$ cat src/rtl/key_pkg.sv
// Shared types and helpers for the multi-key debouncer: per-channel FSM states
// and the counter width helper.
package key_pkg;

  typedef enum logic [1:0] {
    IDLE    = 2'd0,
    HOLD    = 2'd1,
    REPEAT  = 2'd2,
    LATCHED = 2'd3
  } key_state_t;

  // Bits needed for a counter that runs 0..n-1, never less than one bit.
  function automatic int cnt_w(input int n);
    if (n <= 2) return 1;
    return $clog2(n);
  endfunction

endpackage

$ cat src/rtl/key_channel.sv
// One key channel: 2-flop synchroniser, polarity normalisation, debounce counter
// and the press/hold/long/repeat FSM. All event outputs are single-cycle registered pulses.
module key_channel
  import key_pkg::*;
#(
  parameter bit ACTIVE_LOW      = 1'b1,
  parameter int DEBOUNCE_CYCLES = 1_000_000,
  parameter int LONG_CYCLES     = 50_000_000,
  parameter int REPEAT_CYCLES   = 10_000_000
) (
  input  logic       clk,
  input  logic       reset_n,
  input  logic       key_in,
  output logic       key_level,
  output logic       press_pulse,
  output logic       release_pulse,
  output logic       long_pulse,
  output logic       repeat_pulse,
  output logic [1:0] state_dbg
);

  localparam int DW = cnt_w(DEBOUNCE_CYCLES);
  localparam int HW = cnt_w((LONG_CYCLES > REPEAT_CYCLES) ? LONG_CYCLES : REPEAT_CYCLES);
  localparam logic          PIN_RELEASED = ACTIVE_LOW;
  localparam logic [DW-1:0] DB_LAST      = DW'(DEBOUNCE_CYCLES - 1);
  localparam logic [HW-1:0] LONG_LAST    = HW'(LONG_CYCLES - 1);
  localparam logic [HW-1:0] REP_LAST     = HW'((REPEAT_CYCLES > 0) ? REPEAT_CYCLES - 1 : 0);

  logic          sync_1, sync_2, sync;
  logic [DW-1:0] db_cnt;
  logic          commit, rise, fall;

  key_state_t    state, state_next;
  logic [HW-1:0] hold_cnt, hold_next;
  logic          long_next, repeat_next;

  // Synchroniser resets to the released pin level so reset release is never a press.
  always_ff @(posedge clk or negedge reset_n) begin
    if (!reset_n) begin
      sync_1 <= PIN_RELEASED;
      sync_2 <= PIN_RELEASED;
    end else begin
      sync_1 <= key_in;
      sync_2 <= sync_1;
    end
  end

  assign sync   = ACTIVE_LOW ? ~sync_2 : sync_2;
  assign commit = (sync != key_level) && (db_cnt == DB_LAST);
  assign rise   = commit && sync;
  assign fall   = commit && !sync;

  always_ff @(posedge clk or negedge reset_n) begin
    if (!reset_n) begin
      db_cnt        <= '0;
      key_level     <= 1'b0;
      press_pulse   <= 1'b0;
      release_pulse <= 1'b0;
    end else begin
      press_pulse   <= rise;
      release_pulse <= fall;
      if (sync == key_level) begin
        db_cnt <= '0;
      end else if (commit) begin
        db_cnt    <= '0;
        key_level <= sync;
      end else begin
        db_cnt <= db_cnt + DW'(1);
      end
    end
  end

  always_ff @(posedge clk or negedge reset_n) begin
    if (!reset_n) begin
      state        <= IDLE;
      hold_cnt     <= '0;
      long_pulse   <= 1'b0;
      repeat_pulse <= 1'b0;
    end else begin
      state        <= state_next;
      hold_cnt     <= hold_next;
      long_pulse   <= long_next;
      repeat_pulse <= repeat_next;
    end
  end

  // A release edge overrides everything, so no long/repeat pulse can land on it.
  always_comb begin
    state_next  = state;
    hold_next   = hold_cnt;
    long_next   = 1'b0;
    repeat_next = 1'b0;
    if (fall) begin
      state_next = IDLE;
      hold_next  = '0;
    end else begin
      case (state)
        IDLE: begin
          if (rise) begin
            state_next = HOLD;
            hold_next  = '0;
          end
        end
        HOLD: begin
          if (hold_cnt == LONG_LAST) begin
            long_next  = 1'b1;
            hold_next  = '0;
            state_next = (REPEAT_CYCLES > 0) ? REPEAT : LATCHED;
          end else begin
            hold_next = hold_cnt + HW'(1);
          end
        end
        REPEAT: begin
          if (hold_cnt == REP_LAST) begin
            repeat_next = 1'b1;
            hold_next   = '0;
          end else begin
            hold_next = hold_cnt + HW'(1);
          end
        end
        LATCHED: begin
          hold_next = '0;
        end
        default: begin
          state_next = IDLE;
          hold_next  = '0;
        end
      endcase
    end
  end

  assign state_dbg = state;

endmodule

$ cat src/rtl/multi_key_debouncer.sv
// N independent key channels; any_press is the OR of the registered press pulses.
// state_dbg packs each channel's FSM state, two bits per channel.
module multi_key_debouncer
  import key_pkg::*;
#(
  parameter int N_KEYS          = 4,
  parameter bit ACTIVE_LOW      = 1'b1,
  parameter int DEBOUNCE_CYCLES = 1_000_000,
  parameter int LONG_CYCLES     = 50_000_000,
  parameter int REPEAT_CYCLES   = 10_000_000
) (
  input  logic                  clk,
  input  logic                  reset_n,
  input  logic [N_KEYS-1:0]     key_in,
  output logic [N_KEYS-1:0]     key_level,
  output logic [N_KEYS-1:0]     press_pulse,
  output logic [N_KEYS-1:0]     release_pulse,
  output logic [N_KEYS-1:0]     long_pulse,
  output logic [N_KEYS-1:0]     repeat_pulse,
  output logic                  any_press,
  output logic [2*N_KEYS-1:0]   state_dbg
);

  for (genvar i = 0; i < N_KEYS; i++) begin : g_ch
    key_channel #(
      .ACTIVE_LOW     (ACTIVE_LOW),
      .DEBOUNCE_CYCLES(DEBOUNCE_CYCLES),
      .LONG_CYCLES    (LONG_CYCLES),
      .REPEAT_CYCLES  (REPEAT_CYCLES)
    ) u_ch (
      .clk          (clk),
      .reset_n      (reset_n),
      .key_in       (key_in[i]),
      .key_level    (key_level[i]),
      .press_pulse  (press_pulse[i]),
      .release_pulse(release_pulse[i]),
      .long_pulse   (long_pulse[i]),
      .repeat_pulse (repeat_pulse[i]),
      .state_dbg    (state_dbg[2*i +: 2])
    );
  end

  assign any_press = |press_pulse;

endmodule

$ cat config.mk
export PLATFORM = sky130hd
export DESIGN_NAME = multi_key_debouncer
export DESIGN_NICKNAME = d
export VERILOG_FILES = /design/src/rtl/key_pkg.sv /design/src/rtl/key_channel.sv /design/src/rtl/multi_key_debouncer.sv
export SDC_FILE = /design/constraint.sdc
export NUM_CORES = 1
export LEC_CHECK = 0
export ABC_AREA = 1
export CORE_MARGIN = 5
export CORE_UTILIZATION = 50
export DETAILED_ROUTE_END_ITERATION = 10
export PLACE_DENSITY = 0.78
export SLEW_MARGIN = 5
export SYNTH_ARGS = -nofsm -noshare
export SYNTH_HDL_FRONTEND = slang
export SYNTH_SLANG_ARGS = --single-unit
$ cat constraint.sdc
create_clock -name clk -period 2.8 [get_ports clk]
set_input_delay 0.7 -clock clk [delete_from_list [all_inputs] [get_ports clk]]
set_output_delay 0.7 -clock clk [all_outputs]
set_load 0.01 [all_outputs]
==> impl_summary.md <==
Die
The core region is between 20000 and 30000 µm². The floorplan step set the die height to 172.5 µm. The standard-cell row count is between 50 and 60.

In this run the horizontal extent of the chip is 172.5 µm. The I/O pin count is 35. The floorplan step defined a die boundary enclosing 29760 µm².

The effective utilization at floorplan is 50.67%.

Synthesis
In this run the biggest area consumer among cell types represents between 40% and 50% of the synthesized area. When the netlist entered floorplanning its net count stood at 1832. The number of enable-type register cells in the synthesized netlist is 0. By area the synthesized netlist is led by sky130_fd_sc_hd__dfrtp_1 40%, sky130_fd_sc_hd__nand2_1 11%, sky130_fd_sc_hd__nor2_1 9.2%. Of all cell types, the one taking the most synthesized area is sky130_fd_sc_hd__dfrtp_1. Yosys printed 0 warnings.

The cell area that synthesis handed to floorplanning was 13210 µm². The number of synthesized register bits is 220. In this run the mean area of a mapped cell was roughly 7.3 µm².

Counting flops with an async set or reset pin after synthesis yields a share of 100.0%. The post-synthesis instance total is 1806. Among all flip-flop cells after synthesis, the most frequent one is sky130_fd_sc_hd__dfrtp_1. The share of the Yosys chip area taken by registers is between 40% and 50%. The number of different library cells used by synthesis comes to 49.

Routing
The remaining antenna violation count after routing is 0. The vias per cell is 5.329. The DRC marker count from the first detailed-route iteration is 813. The routed design has 30220 µm of wire.

For this run, design rule violations remaining after detail routing come to 0. Before antenna repair, the detailed router went through 8 iterations. In the final routed layout, each cell accounts on average for 13.82 µm. Summing over every cut layer, the via total after detailed routing is 11650.

Clock tree
The H-tree depth reported by CTS is 1. The hold buffer count at cts is 0. Counting along the longest clock path gives a buffer depth of 3. Once the clock tree was built, the resizer swapped 0 gates to a different size. The post-CTS setup buffer count is 0.

The register clock-pin slew on the reported worst setup and hold paths is 60 ps. TritonCTS built the clock tree. The clock latency on the worst-skew pair is 540 ps. CTS saw 220 sinks. The number of buffers created by CTS is 25.

The cell sitting at the root of the clock tree is a sky130_fd_sc_hd__clkbuf_16.

Timing
The final sum of negative setup slack is 0 ps. The final max-slew violation count was 0. The setup-violating endpoint count in the final report is 0. Clock skew on the completed layout was measured at 24.93 ps. The clock period could shrink to about 2600 ps. Setup repair after global routing left no endpoint under its margin.

The worst pin sits at a relative slew slack of 52.55%. The period utilization is 93.37%. The count of endpoints failing hold in the final timing report was 0. Timing would allow up to 382.5 MHz. On the final layout, the worst hold slack is 117.7 ps. The slew of the pin with the lowest slew margin is 706.4 ps.

Critical path
The register-to-register path setup slack is 680 ps. The element type at the critical path start is a register. For the worst setup path, the data required time is 2100 ps. The element type at the critical path end is a primary output. Data arrives at the worst endpoint at 1910 ps. The critical path is of the reg -> out type. In this run the worst path has a maximum fanout of 2.

Power and ir drop
Per report_power, the clock group accounts for 50.2% of the total. The internal portion of total power is 5.310 mW. The leakage power total is between 6 and 7 nW. Of the total power, the share spent switching nets is 21.42%. The register share of total power is a little under half.

IR analysis of the VDD net gives a maximum drop of 0.4318 mV. The net switching power of the design is around 1.4 mW. Combinational logic burns 2.1% of the power.

The power density over the cells is 462.4 nW/µm².

Run
The tool flagged a number of max-cap violations equal to 0.

Final layout
The number of filler cells placed in the layout is 2415. Of the cells placed in the final design, the portion with a size suffix greater than 1 is 6.645%. The most common cell after layout, fill and taps aside is sky130_fd_sc_hd__nand2_1. The area growth from synthesis to layout is 10.66%. For this run, the post-layout net count is between 1500 and 2000. 0 antenna diodes ended up in the layout.

The post-route non-filler standard cell count is 2186. Leaving out fill and tap cells, the most frequent cells in the layout are 399 x sky130_fd_sc_hd__nand2_1, 325 x sky130_fd_sc_hd__nor2_1, 222 x sky130_fd_sc_hd__inv_1.

GRT
The number of antenna violations at the first check in global routing is 0. Entering global routing, the biggest net connects 67 pins. For this run, the total global-route usage over all layers was measured as about a fifth. The number of global-route vias before repair came to 11310. The first global-routing pass estimated 52070 µm of wire.

The remaining global-route overflow is 0.

Place
The half-perimeter wire length after placement is 22310 µm. Buffers placed on the I/O ports in this run total 34. Routability-driven placement finished with a final weighted congestion of 0.9417. In this run, placement finished with an instance count of between 2000 and 2500.

Status
The run finished with clean final reports.

Min path
The worst min-delay path class is in -> async.
per-stage QoR:
| stage | setup slack, ps | util [%] | power (mW) | cell area (µm²) |
|---|---|---|---|---|
| 2_1_floorplan | 1109 | - | 3.324 | 13210 |
| 3_3_place_gp | 737.1 | 52.78 | 3.422 | 13750 |
| 3_5_place_dp | 691.3 | 52.78 | 3.426 | 13750 |
| 4_1_cts | 149.2 | 56.08 | 6.844 | 14610 |
| 5_1_grt | 104.2 | 56.08 | 7.008 | 14610 |
| 6_report | 185.6 | 56.08 | 6.757 | 14610 |
layout make-up:
cell class | count | area, µm² | area share, %
multi-input cells | 1307 | 6490 | 44.41
well taps | 335 | 419.2 | 2.868
inverters | 234 | 883.3 | 6.045
flip-flops and latches | 220 | 5515 | 37.74
clock buffers | 38 | 724.4 | 4.958
repair buffers | 44 | 445.4 | 3.048
clock inverters | 8 | 135.1 | 0.9247
per-layer routing:
layer | routed length [µm] | part of all wire (%) | track usage, %
met5 | 0 | 0 | 0
met3 | 1671 | 5.5 | 3.314
met2 | 14080 | 47 | 32.77
met4 | 917 | 3.0 | 6.768
met1 | 13550 | 45 | 27.02
sequential cells by signal, summed over array words and instances, names as in the netlist:
register / count
g_ch.u_ch.release_pulse: 4
g_ch.u_ch.hold_cnt: 104
g_ch.u_ch.press_pulse: 4
g_ch.u_ch.db_cnt: 80
g_ch.u_ch.sync_2: 4
g_ch.u_ch.sync_1: 4
g_ch.u_ch.state_dbg: 8
g_ch.u_ch.repeat_pulse: 4
g_ch.u_ch.key_level: 4
g_ch.u_ch.long_pulse: 4
power by group through the flow:
stage / clock network (mW) / registers, mW / logic (mW)
after floorplan: 0 / 3.27 / 0.0495
after CTS: 3.47 / 3.22 / 0.148
after global placement: 0 / 3.28 / 0.145
after detailed placement: 0 / 3.28 / 0.148
final: 3.39 / 3.22 / 0.142
after global routing: 3.62 / 3.22 / 0.168
kinds of logic after synthesis:
logic type	Yosys count	synth area share [%]
buffers and inverters	279	9.087
xor gates and xnor gates	75	5.031
muxes	2	0.1516
and+or+nand+nor	1074	35.97
DFF	220	41.77
adders and majority gates	20	1.895
AOI/OAI and AO/OA	136	6.102
worst paths after layout:
check | start | end | cells past startpoint
min in group clk | g_ch[3].u_ch.sync_1$_DFF_PN1_ | g_ch[3].u_ch.sync_2$_DFF_PN1_ | 0
hold / removal | reset_n | g_ch[1].u_ch.db_cnt[10]$_DFF_PN0_ | 1
hold reg to reg | g_ch[3].u_ch.sync_1$_DFF_PN1_ | g_ch[3].u_ch.sync_2$_DFF_PN1_ | 0
setup reg to reg | g_ch[1].u_ch.db_cnt[0]$_DFF_PN0_ | g_ch[1].u_ch.db_cnt[12]$_DFF_PN0_ | 10
setup / recovery | g_ch[1].u_ch.press_pulse$_DFF_PN0_ | any_press | 2
max in group asynchronous | reset_n | g_ch[0].u_ch.sync_1$_DFF_PN1_ | 2
worst max-delay path: stages (launching register included):
cell	delay [ps]
sky130_fd_sc_hd__dfrtp_1	370
sky130_fd_sc_hd__or4_1	510
sky130_fd_sc_hd__clkdlybuf4s50_1	490
synth_stat cells (13+ instances only):
cell type                   n
sky130_fd_sc_hd__nor2_1   325
sky130_fd_sc_hd__xor2_1    64
sky130_fd_sc_hd__nand2_1  399
sky130_fd_sc_hd__nor3b_1   13
sky130_fd_sc_hd__dfrtp_1  212
sky130_fd_sc_hd__buf_4     26
sky130_fd_sc_hd__nand2_2   13
sky130_fd_sc_hd__o21ai_0   44
sky130_fd_sc_hd__ha_1      20
sky130_fd_sc_hd__nand3_1  144
sky130_fd_sc_hd__nor3_1    64
sky130_fd_sc_hd__nand4_1   70
sky130_fd_sc_hd__a21oi_1   52
sky130_fd_sc_hd__inv_1    222
Power figures use the tool's default switching activity.
